--- config.mk ---
export PLATFORM = sky130hd
export DESIGN_NAME = mem_stage
export DESIGN_NICKNAME = d
export VERILOG_FILES = /design/src/rtl/mem_stage.sv
export SDC_FILE = /design/constraint.sdc
export NUM_CORES = 1
export LEC_CHECK = 0
export ABC_AREA = 0
export ABC_CLOCK_PERIOD_IN_PS = 1740
export BUFFER_PORTS_ARGS = -buffer_cell sky130_fd_sc_hd__clkbuf_2
export CORE_MARGIN = 5
export CORE_UTILIZATION = 36
export CTS_BUF_LIST = sky130_fd_sc_hd__clkbuf_8
export DETAILED_ROUTE_END_ITERATION = 7
export PLACE_DENSITY = 0.76
export SLEW_MARGIN = 10
export SYNTH_ARGS = -nofsm -noshare
export SYNTH_HDL_FRONTEND = slang
export SYNTH_SLANG_ARGS = --single-unit
--- constraint.sdc ---
create_clock -name clk -period 1.74 [get_ports clk]
set_input_delay 0.261 -clock clk [delete_from_list [all_inputs] [get_ports clk]]
set_output_delay 0.261 -clock clk [all_outputs]
set_load 0.03 [all_outputs]
--- src/rtl/mem_stage.sv ---
// mem_stage: memory-access stage of the five-stage pipeline.
// Holds the EX/MEM pipeline register, runs a req/ack data-memory port with
// byte lanes and load extension, stalls upstream while an access is
// outstanding, and presents write-back controls/data to the WB stage.
// Optional feature macro: MEM_MISALIGN_TRAP_EN (adds the misalign output and
// refuses to issue misaligned half/word accesses).
module mem_stage #(
    parameter int TIMEOUT_CYCLES = 15,
    parameter int CNT_W          = 4
) (
    input  logic        clk,
    input  logic        rst_n,
    input  logic        MemWr,
    input  logic        MemtoReg,
    input  logic        RegWr,
    input  logic        Branch,
    input  logic        Zero,
    input  logic        Jump,
    input  logic        Jal,
    input  logic        Loadext,
    input  logic [1:0]  Dsize,
    input  logic [1:0]  FPoint,
    input  logic [31:0] ALUout,
    input  logic [31:0] BusB,
    input  logic [31:0] BranchTarget,
    input  logic [31:0] Delayslot2,
    input  logic [4:0]  Rw,
    output logic        stall,
    output logic        PCSrc,
    output logic [31:0] pc_target,
    output logic        m_Jump,
    output logic        dmem_req,
    output logic        dmem_we,
    output logic [31:0] dmem_addr,
    output logic [31:0] dmem_wdata,
    output logic [3:0]  dmem_be,
    input  logic        dmem_ack,
    input  logic [31:0] dmem_rdata,
    output logic        wb_RegWr,
    output logic        wb_MemtoReg,
    output logic        wb_Jal,
    output logic [4:0]  wb_Rw,
    output logic [1:0]  wb_FPoint,
    output logic [31:0] wb_ALUout,
    output logic [31:0] wb_MemData,
    output logic [31:0] wb_Delayslot2,
`ifdef MEM_MISALIGN_TRAP_EN
    output logic        misalign,
`endif
    output logic        bus_err
);

    localparam logic [0:0] S_IDLE   = 1'b0;
    localparam logic [0:0] S_ACCESS = 1'b1;

    // Last ACCESS cycle count before the access is abandoned.
    localparam logic [CNT_W-1:0] TERM = CNT_W'(TIMEOUT_CYCLES - 1);

    // Byte enables for a store/load of the given size at low address bits a.
    function automatic logic [3:0] lane_be(input logic [1:0] size, input logic [1:0] a);
        logic [3:0] be;
        case (size)
            2'b01:   be = a[1] ? 4'b1100 : 4'b0011;
            2'b10:   be = 4'b0001 << a;
            default: be = 4'b1111;
        endcase
        return be;
    endfunction

    // Store data replicated across every lane so the enables pick the target.
    function automatic logic [31:0] store_data(input logic [1:0] size, input logic [31:0] b);
        logic [31:0] d;
        case (size)
            2'b01:   d = {2{b[15:0]}};
            2'b10:   d = {4{b[7:0]}};
            default: d = b;
        endcase
        return d;
    endfunction

    // Extract the addressed lane from read data and sign/zero extend it.
    function automatic logic [31:0] load_extract(input logic [1:0]  size,
                                                 input logic [1:0]  a,
                                                 input logic        sext,
                                                 input logic [31:0] rd);
        logic [31:0] r;
        logic [15:0] h;
        logic [7:0]  b;
        h = a[1] ? rd[31:16] : rd[15:0];
        case (a)
            2'b00:   b = rd[7:0];
            2'b01:   b = rd[15:8];
            2'b10:   b = rd[23:16];
            default: b = rd[31:24];
        endcase
        case (size)
            2'b01:   r = {{16{sext & h[15]}}, h};
            2'b10:   r = {{24{sext & b[7]}}, b};
            default: r = rd;
        endcase
        return r;
    endfunction

    logic [0:0]       r_state;
    logic [CNT_W-1:0] r_cnt;
    logic             r_MemWr, r_MemtoReg, r_RegWr, r_Branch, r_Zero;
    logic             r_Jump, r_Jal, r_Loadext;
    logic [1:0]       r_Dsize, r_FPoint;
    logic [31:0]      r_ALUout, r_BusB, r_BranchTarget, r_Delayslot2;
    logic [4:0]       r_Rw;
    logic [31:0]      r_mem_data;
    logic             r_bus_err;

    logic             w_access;
    logic             w_issue;
    logic             w_suppress;
    logic             w_timeout;

    assign w_access  = (r_state == S_ACCESS);
    assign w_timeout = w_access & ~dmem_ack & (r_cnt == TERM);

`ifdef MEM_MISALIGN_TRAP_EN
    logic r_misalign;
    logic w_misaligned;
    assign w_misaligned = (MemWr | MemtoReg) &
                          (((Dsize == 2'b01) & ALUout[0]) |
                           (((Dsize == 2'b00) | (Dsize == 2'b11)) & (ALUout[1:0] != 2'b00)));
    assign w_suppress   = w_misaligned;
    assign misalign     = r_misalign;

    // One-cycle misalign pulse for a refused access captured in IDLE.
    always_ff @(posedge clk or negedge rst_n) begin
        if (!rst_n) begin
            r_misalign <= 1'b0;
        end else begin
            r_misalign <= (r_state == S_IDLE) & w_misaligned;
        end
    end
`else
    assign w_suppress = 1'b0;
`endif

    assign w_issue = (MemWr | MemtoReg) & ~w_suppress;

    // EX/MEM pipeline register: capture when not stalled, kill writeback on timeout.
    always_ff @(posedge clk or negedge rst_n) begin
        if (!rst_n) begin
            r_MemWr        <= 1'b0;
            r_MemtoReg     <= 1'b0;
            r_RegWr        <= 1'b0;
            r_Branch       <= 1'b0;
            r_Zero         <= 1'b0;
            r_Jump         <= 1'b0;
            r_Jal          <= 1'b0;
            r_Loadext      <= 1'b0;
            r_Dsize        <= 2'b00;
            r_FPoint       <= 2'b00;
            r_ALUout       <= 32'h0000_0000;
            r_BusB         <= 32'h0000_0000;
            r_BranchTarget <= 32'h0000_0000;
            r_Delayslot2   <= 32'h0000_0000;
            r_Rw           <= 5'd0;
        end else if (r_state == S_IDLE) begin
            r_MemWr        <= MemWr;
            r_MemtoReg     <= MemtoReg & ~w_suppress;
            r_RegWr        <= RegWr & ~w_suppress;
            r_Branch       <= Branch;
            r_Zero         <= Zero;
            r_Jump         <= Jump;
            r_Jal          <= Jal;
            r_Loadext      <= Loadext;
            r_Dsize        <= Dsize;
            r_FPoint       <= FPoint;
            r_ALUout       <= ALUout;
            r_BusB         <= BusB;
            r_BranchTarget <= BranchTarget;
            r_Delayslot2   <= Delayslot2;
            r_Rw           <= Rw;
        end else if (w_timeout) begin
            r_RegWr        <= 1'b0;
            r_MemtoReg     <= 1'b0;
        end
    end

    // Access FSM with timeout counter, load-data latch and bus error pulse.
    always_ff @(posedge clk or negedge rst_n) begin
        if (!rst_n) begin
            r_state    <= S_IDLE;
            r_cnt      <= '0;
            r_mem_data <= 32'h0000_0000;
            r_bus_err  <= 1'b0;
        end else begin
            r_bus_err <= 1'b0;
            case (r_state)
                S_IDLE: begin
                    if (w_issue) begin
                        r_state <= S_ACCESS;
                        r_cnt   <= '0;
                    end
                end
                S_ACCESS: begin
                    if (dmem_ack) begin
                        r_state    <= S_IDLE;
                        r_mem_data <= load_extract(r_Dsize, r_ALUout[1:0], r_Loadext, dmem_rdata);
                    end else if (w_timeout) begin
                        r_state   <= S_IDLE;
                        r_bus_err <= 1'b1;
                    end else begin
                        r_cnt <= r_cnt + CNT_W'(1);
                    end
                end
                default: begin
                    r_state <= S_IDLE;
                end
            endcase
        end
    end

    // Memory port is quiet outside ACCESS so reset shows all-zero outputs.
    assign stall      = w_access;
    assign dmem_req   = w_access;
    assign dmem_we    = w_access & r_MemWr;
    assign dmem_addr  = w_access ? {r_ALUout[31:2], 2'b00} : 32'h0000_0000;
    assign dmem_wdata = w_access ? store_data(r_Dsize, r_BusB) : 32'h0000_0000;
    assign dmem_be    = w_access ? lane_be(r_Dsize, r_ALUout[1:0]) : 4'b0000;

    assign PCSrc      = r_Branch & r_Zero;
    assign pc_target  = r_BranchTarget;
    assign m_Jump     = r_Jump;
    assign bus_err    = r_bus_err;

    assign wb_RegWr      = r_RegWr & ~w_access;
    assign wb_MemtoReg   = r_MemtoReg;
    assign wb_Jal        = r_Jal;
    assign wb_Rw         = r_Rw;
    assign wb_FPoint     = r_FPoint;
    assign wb_ALUout     = r_ALUout;
    assign wb_MemData    = r_mem_data;
    assign wb_Delayslot2 = r_Delayslot2;

endmodule
Word level (Yosys, flattened, before mapping)
Cells that the tools add are included.

storage, ports and cells
  input bits = 180
  logic and storage cells = 68
  register bits = 183

operators by class
  multiplexer cells = 25
  reduce and logical (&&, ||, !) cells = 3
  bitwise logic cells = 10
  add/subtract/negate cells = 1
  equal/unequal tests = 9
  shift operators = 1

operator list
  operator               count
  $pmux W32 S2           2
  $mux W32               2
  $pmux W8 S3            1
  $mux W4                5
  $mux W16               1
  $mux W8                2
  $pmux W4 S2            2
  $mux W1                9
  $and A1 B1 Y1          7
  $ne A2 B2 Y1 const B   3
  $add A4 B1 Y4 const B  1
  $eq A2 B1 Y1 const B   2
  $eq A2 B2 Y1 const B   2
  $eq A4 B4 Y1 const B   1
  $shl A1 B2 Y4 const A  1
  $reduce_and A3 Y1      1
  $logic_not A2 Y1       1
  $ne A2 B1 Y1 const B   1
  $not A1 Y1             2
  $pmux W1 S2            1
  $reduce_and A2 Y1      1
  $or A1 B1 Y1           1

Logic depth before layout (Yosys ltp)
  depth after elaboration = 6
  mapped depth = 8

Worst setup path after synthesis
Ideal clock, no wire load.

  path type = flip-flop to output port
  start = register r_state, in the netlist dmem_req
  end = output dmem_be[3]
  required time = 1.479 ns
  slack = -0.372 ns
  arrival time = 1.851 ns
  stages on the path, launching flop included = 5
  buffers on the path = 3
  cells stage by stage = dfrtp_1 buf_4 buf_2 buf_4 a21boi_0

between the ends
  cells in the longest elaborated chain, start to end = 1

RTL lines
  element                 RTL line  text
  from (decl)             104       logic [0:0] r_state;
  from (signal assigned)  188       r_state <= S_IDLE;
  from (signal assigned)  197       r_state <= S_ACCESS;
  from (signal assigned)  203       r_state <= S_IDLE;
  $mux W4                 225       assign dmem_be = w_access ? lane_be(r_Dsize, r_ALUout[1:0]) : 4'b0000;
  to (decl)               36        output logic [3:0] dmem_be,

Every way passes these cells.

Worst setup path in the final report
  start = register r_Dsize[0]
  end = output dmem_wdata[10]

between the ends
  cells in the longest elaborated chain, start to end = 3

RTL lines
  element                                              RTL line  text
  from (decl)                                          108       logic [1:0] r_Dsize, r_FPoint;
  from (signal assigned)                               172       r_Dsize <= Dsize;
  $eq A2 B2 Y1 / $eq A2 B1 Y1 (equally long branches)  73        case (size)
  $pmux W32 S2 *                                       73
  $mux W32 *                                           224       assign dmem_wdata = w_access ? store_data(r_Dsize, r_BusB) : 32'h0000_0000;
  to (decl)                                            35        output logic [31:0] dmem_wdata,

Mark *: on every way between the ends. The rest lies on a longest branch, timed or not.

==> results.yml <==
floorplanning:
  total_i_o_pin_count: 392
  die_y_microns: 162
  row_count: 55
  effective_utilization_at_floorplan_pct: 36.6
  fp.dieW_microns: 162
  floorplan.die_area_sq_um: 26200
  core-area_sq_um: 22700
detailed_routing:
  drt-wirelength-per-cell_microns: 21.6
  finalWirelength_microns: 32100
  routed-via-count: 7656
  drtPass1Iterations: 5
  viasPerCell: 5.16
  count_of_unresolved_drc_violations_after_routing: 0
  antenna_violating_nets_post_route: 0
  first_iter_violations: 326
yosys:
  synth_xor_xnor_area_share_pct: 0
  synth-simple-area-share_pct: 11.5
  proportion_of_synthesized_flip_flops_having_asynchronous_set_or_reset_pct: 100
  synth.ff_latch_count: 183
  synth.mux.area_fraction_pct: 21.1
  post_synthesis_instance_total: 656
  synth.yosys.warnings: 0
  synth_edf_count: 0
  ys_types: 44
  syn_avg_cell_area_sq_um: 12.7
  dominant_combinational_cell_family_by_area_after_synthesis: "multiplexers"
  cell_area_after_synthesis_sq_um: 8310
  synth_ff_type: "dfrtp_1"
  synth_compound_gate_area_share_pct: 8.01
  yosys.area_share.adder_pct: 0.602
  synth_seq_area_share_pct: 55.1
power:
  pwr_dens_nw_per_um2: 1760
  static-leakage-power_nw: 6.67
  vdd_drop_max_mv: 1.00
timing:
  max_transition_viols_final: 0
  fin_worst_skew_ns: 0.0231
  actual_slew_at_the_worst_max_slew_pin_ns: 0.519
  grt_setup_unrepaired: "yes"
  achievable-frequency_mhz: 441
  final_min_period_over_clock_period_pct: 130
  fin_crit_ns: 2.27
  timing.final.hold_violations: 0
  timing.slew.headroom_pct: 64.4
  setup_viol: 70
  final_critical_path_setup_slack_ns: -0.525
worst_setup_path:
  worstReg2RegStart: "r_Dsize[1]"
  crit-reg2reg-capture: "wb_MemData[0]"
  crit_path_start_kind: "flip-flop"
  worst_setup_path_end_kind: "primary output"
  path_class: "flip-flop to primary output"
  ff2ff_setup_slack_ns: 0
  rr_worst_depth: 8
  required_time_of_the_critical_path_ns: 1.48
  crit_path_start: "r_Dsize[0]"
  timing.critical_path.arrival_ns: 2.00
  path_max_fanout: 7
clock_network:
  cts_num_sinks: 183
  clock_tree.htree_level_count: 4
  cts.root.buffer_cell: "clkbuf_8"
  cts_buffer_depth: 2
  cts_inserted_buffers: 17
  path_clk_slew_ns: 0.11
  clock_latency_ns: 0.46
  cts_tree: "yes"
placed_design:
  gpl.final_weighted_congestion: 0.811
  dp.final_hpwl_microns: 20700
  dp_cells: 1334
  port-buffer-count: 389
cells_and_area:
  layoutNonFillerInstCount: 1485
  nets: 1369
  post-route-util_pct: 60.6
  fillCellCount: 1716
  layout_cells_sized_above_1_pct: 65.3
  layout-area-overhead-vs-synth_pct: 65.7
  final_cell_mix: "318 x clkbuf_2, 180 x dfrtp_1, 149 x mux2_2"
  most_common_library_cell_in_the_layout_ignoring_fill_and_taps: "clkbuf_2"
outcome:
  outcome: "finished, violations left"
  violations: "setup timing"
global_route:
  grt_first_pass_wirelength_microns: 48900
  grt_pass1_vias: 8375
  grt_max_degree: 54
  grt_antenna_before_repair: 4
  globalRouteTotalUtil_pct: 24.0
  grt.overflow.total: 0
run:
  timing.max_cap.violations: 0
hold_path:
  timing.hold.worst_endpoint: "r_BusB[19]"
  hold_path.class: "input port to flip-flop"
  timing.hold.worst.start: "BusB[19]"
  worst_hold_path.num_cells: 2
-- metrics by stage --
step	setup WS, ns	TNS (ns)	power [W]	area (sq um)	hold slack [ns]
floorplan	-0.0182	-0.181	0.0141	8410	-0.0346
global placement	-0.315	-4.83	0.0177	10900	0.272
detailed placement	-0.314	-5.39	0.0179	10900	0.275
CTS	-0.563	-27.18	0.0237	13600	0.00000561
global route	-0.619	-26.57	0.0254	13800	-0.00176
finish	-0.525	-20.26	0.0243	13800	0.0334
-- sequential cells by signal, indices dropped and copies added (netlist names) --
register,flops
r_RegWr,1
wb_Delayslot2,32
bus_err,1
wb_ALUout,32
dmem_req,1
wb_MemtoReg,1
r_Loadext,1
wb_Rw,5
wb_FPoint,2
wb_Jal,1
r_BusB,32
pc_target,32
r_Zero,1
r_MemWr,1
wb_MemData,32
r_Branch,1
r_Dsize,2
r_cnt,4
m_Jump,1
-- worst max-delay path by stage --
stage	endpoint	slack, ns	depth (start not counted)
6_report	dmem_wdata[10]	-0.53	8
5_1_grt	dmem_wdata[10]	-0.62	8
4_1_cts	dmem_wdata[20]	-0.56	7
3_5_place_dp	dmem_wdata[22]	-0.31	8
3_3_place_gp	dmem_wdata[22]	-0.32	8
2_1_floorplan	dmem_wdata[10]	-0.02	4
-- synthesized netlist by cell type, types with 10 or more instances --
master | n | share of area [%]
dfrtp_1 | 183 | 55
mux2_2 | 151 | 20
and2_1 | 48 | 3.6
nand2_1 | 32 | 1.4
a21oi_1 | 23 | 1.4
nand3_1 | 22 | 1.3
o21ai_0 | 22 | 1.3
buf_2 | 21 | 1.3
nor2b_1 | 20 | 1.5
clkbuf_1 | 12 | 0.54
buf_4 | 11 | 0.99
nand3_2 | 10 | 1.2
-- timing repair --
item / CTS / global route
cloned: 12 / 1
gates resized for setup: 235 / 96
hold buffers: 75 / 3
endpoints found under the setup margin: 83 / 132
hold endpoints to repair: 119 / 3
pin swaps: 12 / 15
buffers inserted: 32 / 7
-- logic make-up (layout without fill, tap and decap cells) --
group,after synthesis,count (layout)
buffers and inverters,57,597
other,1,4
adder cells (fa/ha/maj),4,4
flip-flops,183,183
AO/OA/AOI/OAI,94,94
multiplexers,156,156
AND/OR/NAND/NOR,161,162
-- critical path: stages, from the launching register on --
cell and delay (ns):
dfrtp_2 0.45, inv_2 0.08, ha_4 0.17, buf_8 0.13, nor2b_4 0.16, buf_6 0.15
a22oi_2 0.08, nor2b_2 0.16, clkbuf_8 0.18
-- where the power goes --
| group | total [W] | switching (W) | internal (W) | leakage, nW |
|---|---|---|---|---|
| registers | 0.00688 | 0.00117 | 0.00571 | 2.16 |
| clock network | 0.00306 | 0.00183 | 0.00123 | 0.213 |
| logic | 0.0143 | 0.00792 | 0.00642 | 4.29 |
-- per-layer routing --
layer	share of wire [%]	up-vias	track usage [%]
met3	7.8	68	7.46
met1	36	3813	27.1
met2	53	379	43.2
li1	-	3392	-
met4	2.8	4	7.54
met5	0.11	-	0
-- final cells by class --
class	count	area, sq um	share of cell area, %
multi-input combinational	418	3840	27.9
inverter	8	30.0	0.218
sequential	183	4590	33.3
clock inverter	15	180	1.31
timing repair buffer	557	4540	32.9
clock buffer	17	234	1.70
tap	285	357	2.59
antenna	2	5.00	0.0363
(Power assumes the default switching activity.)
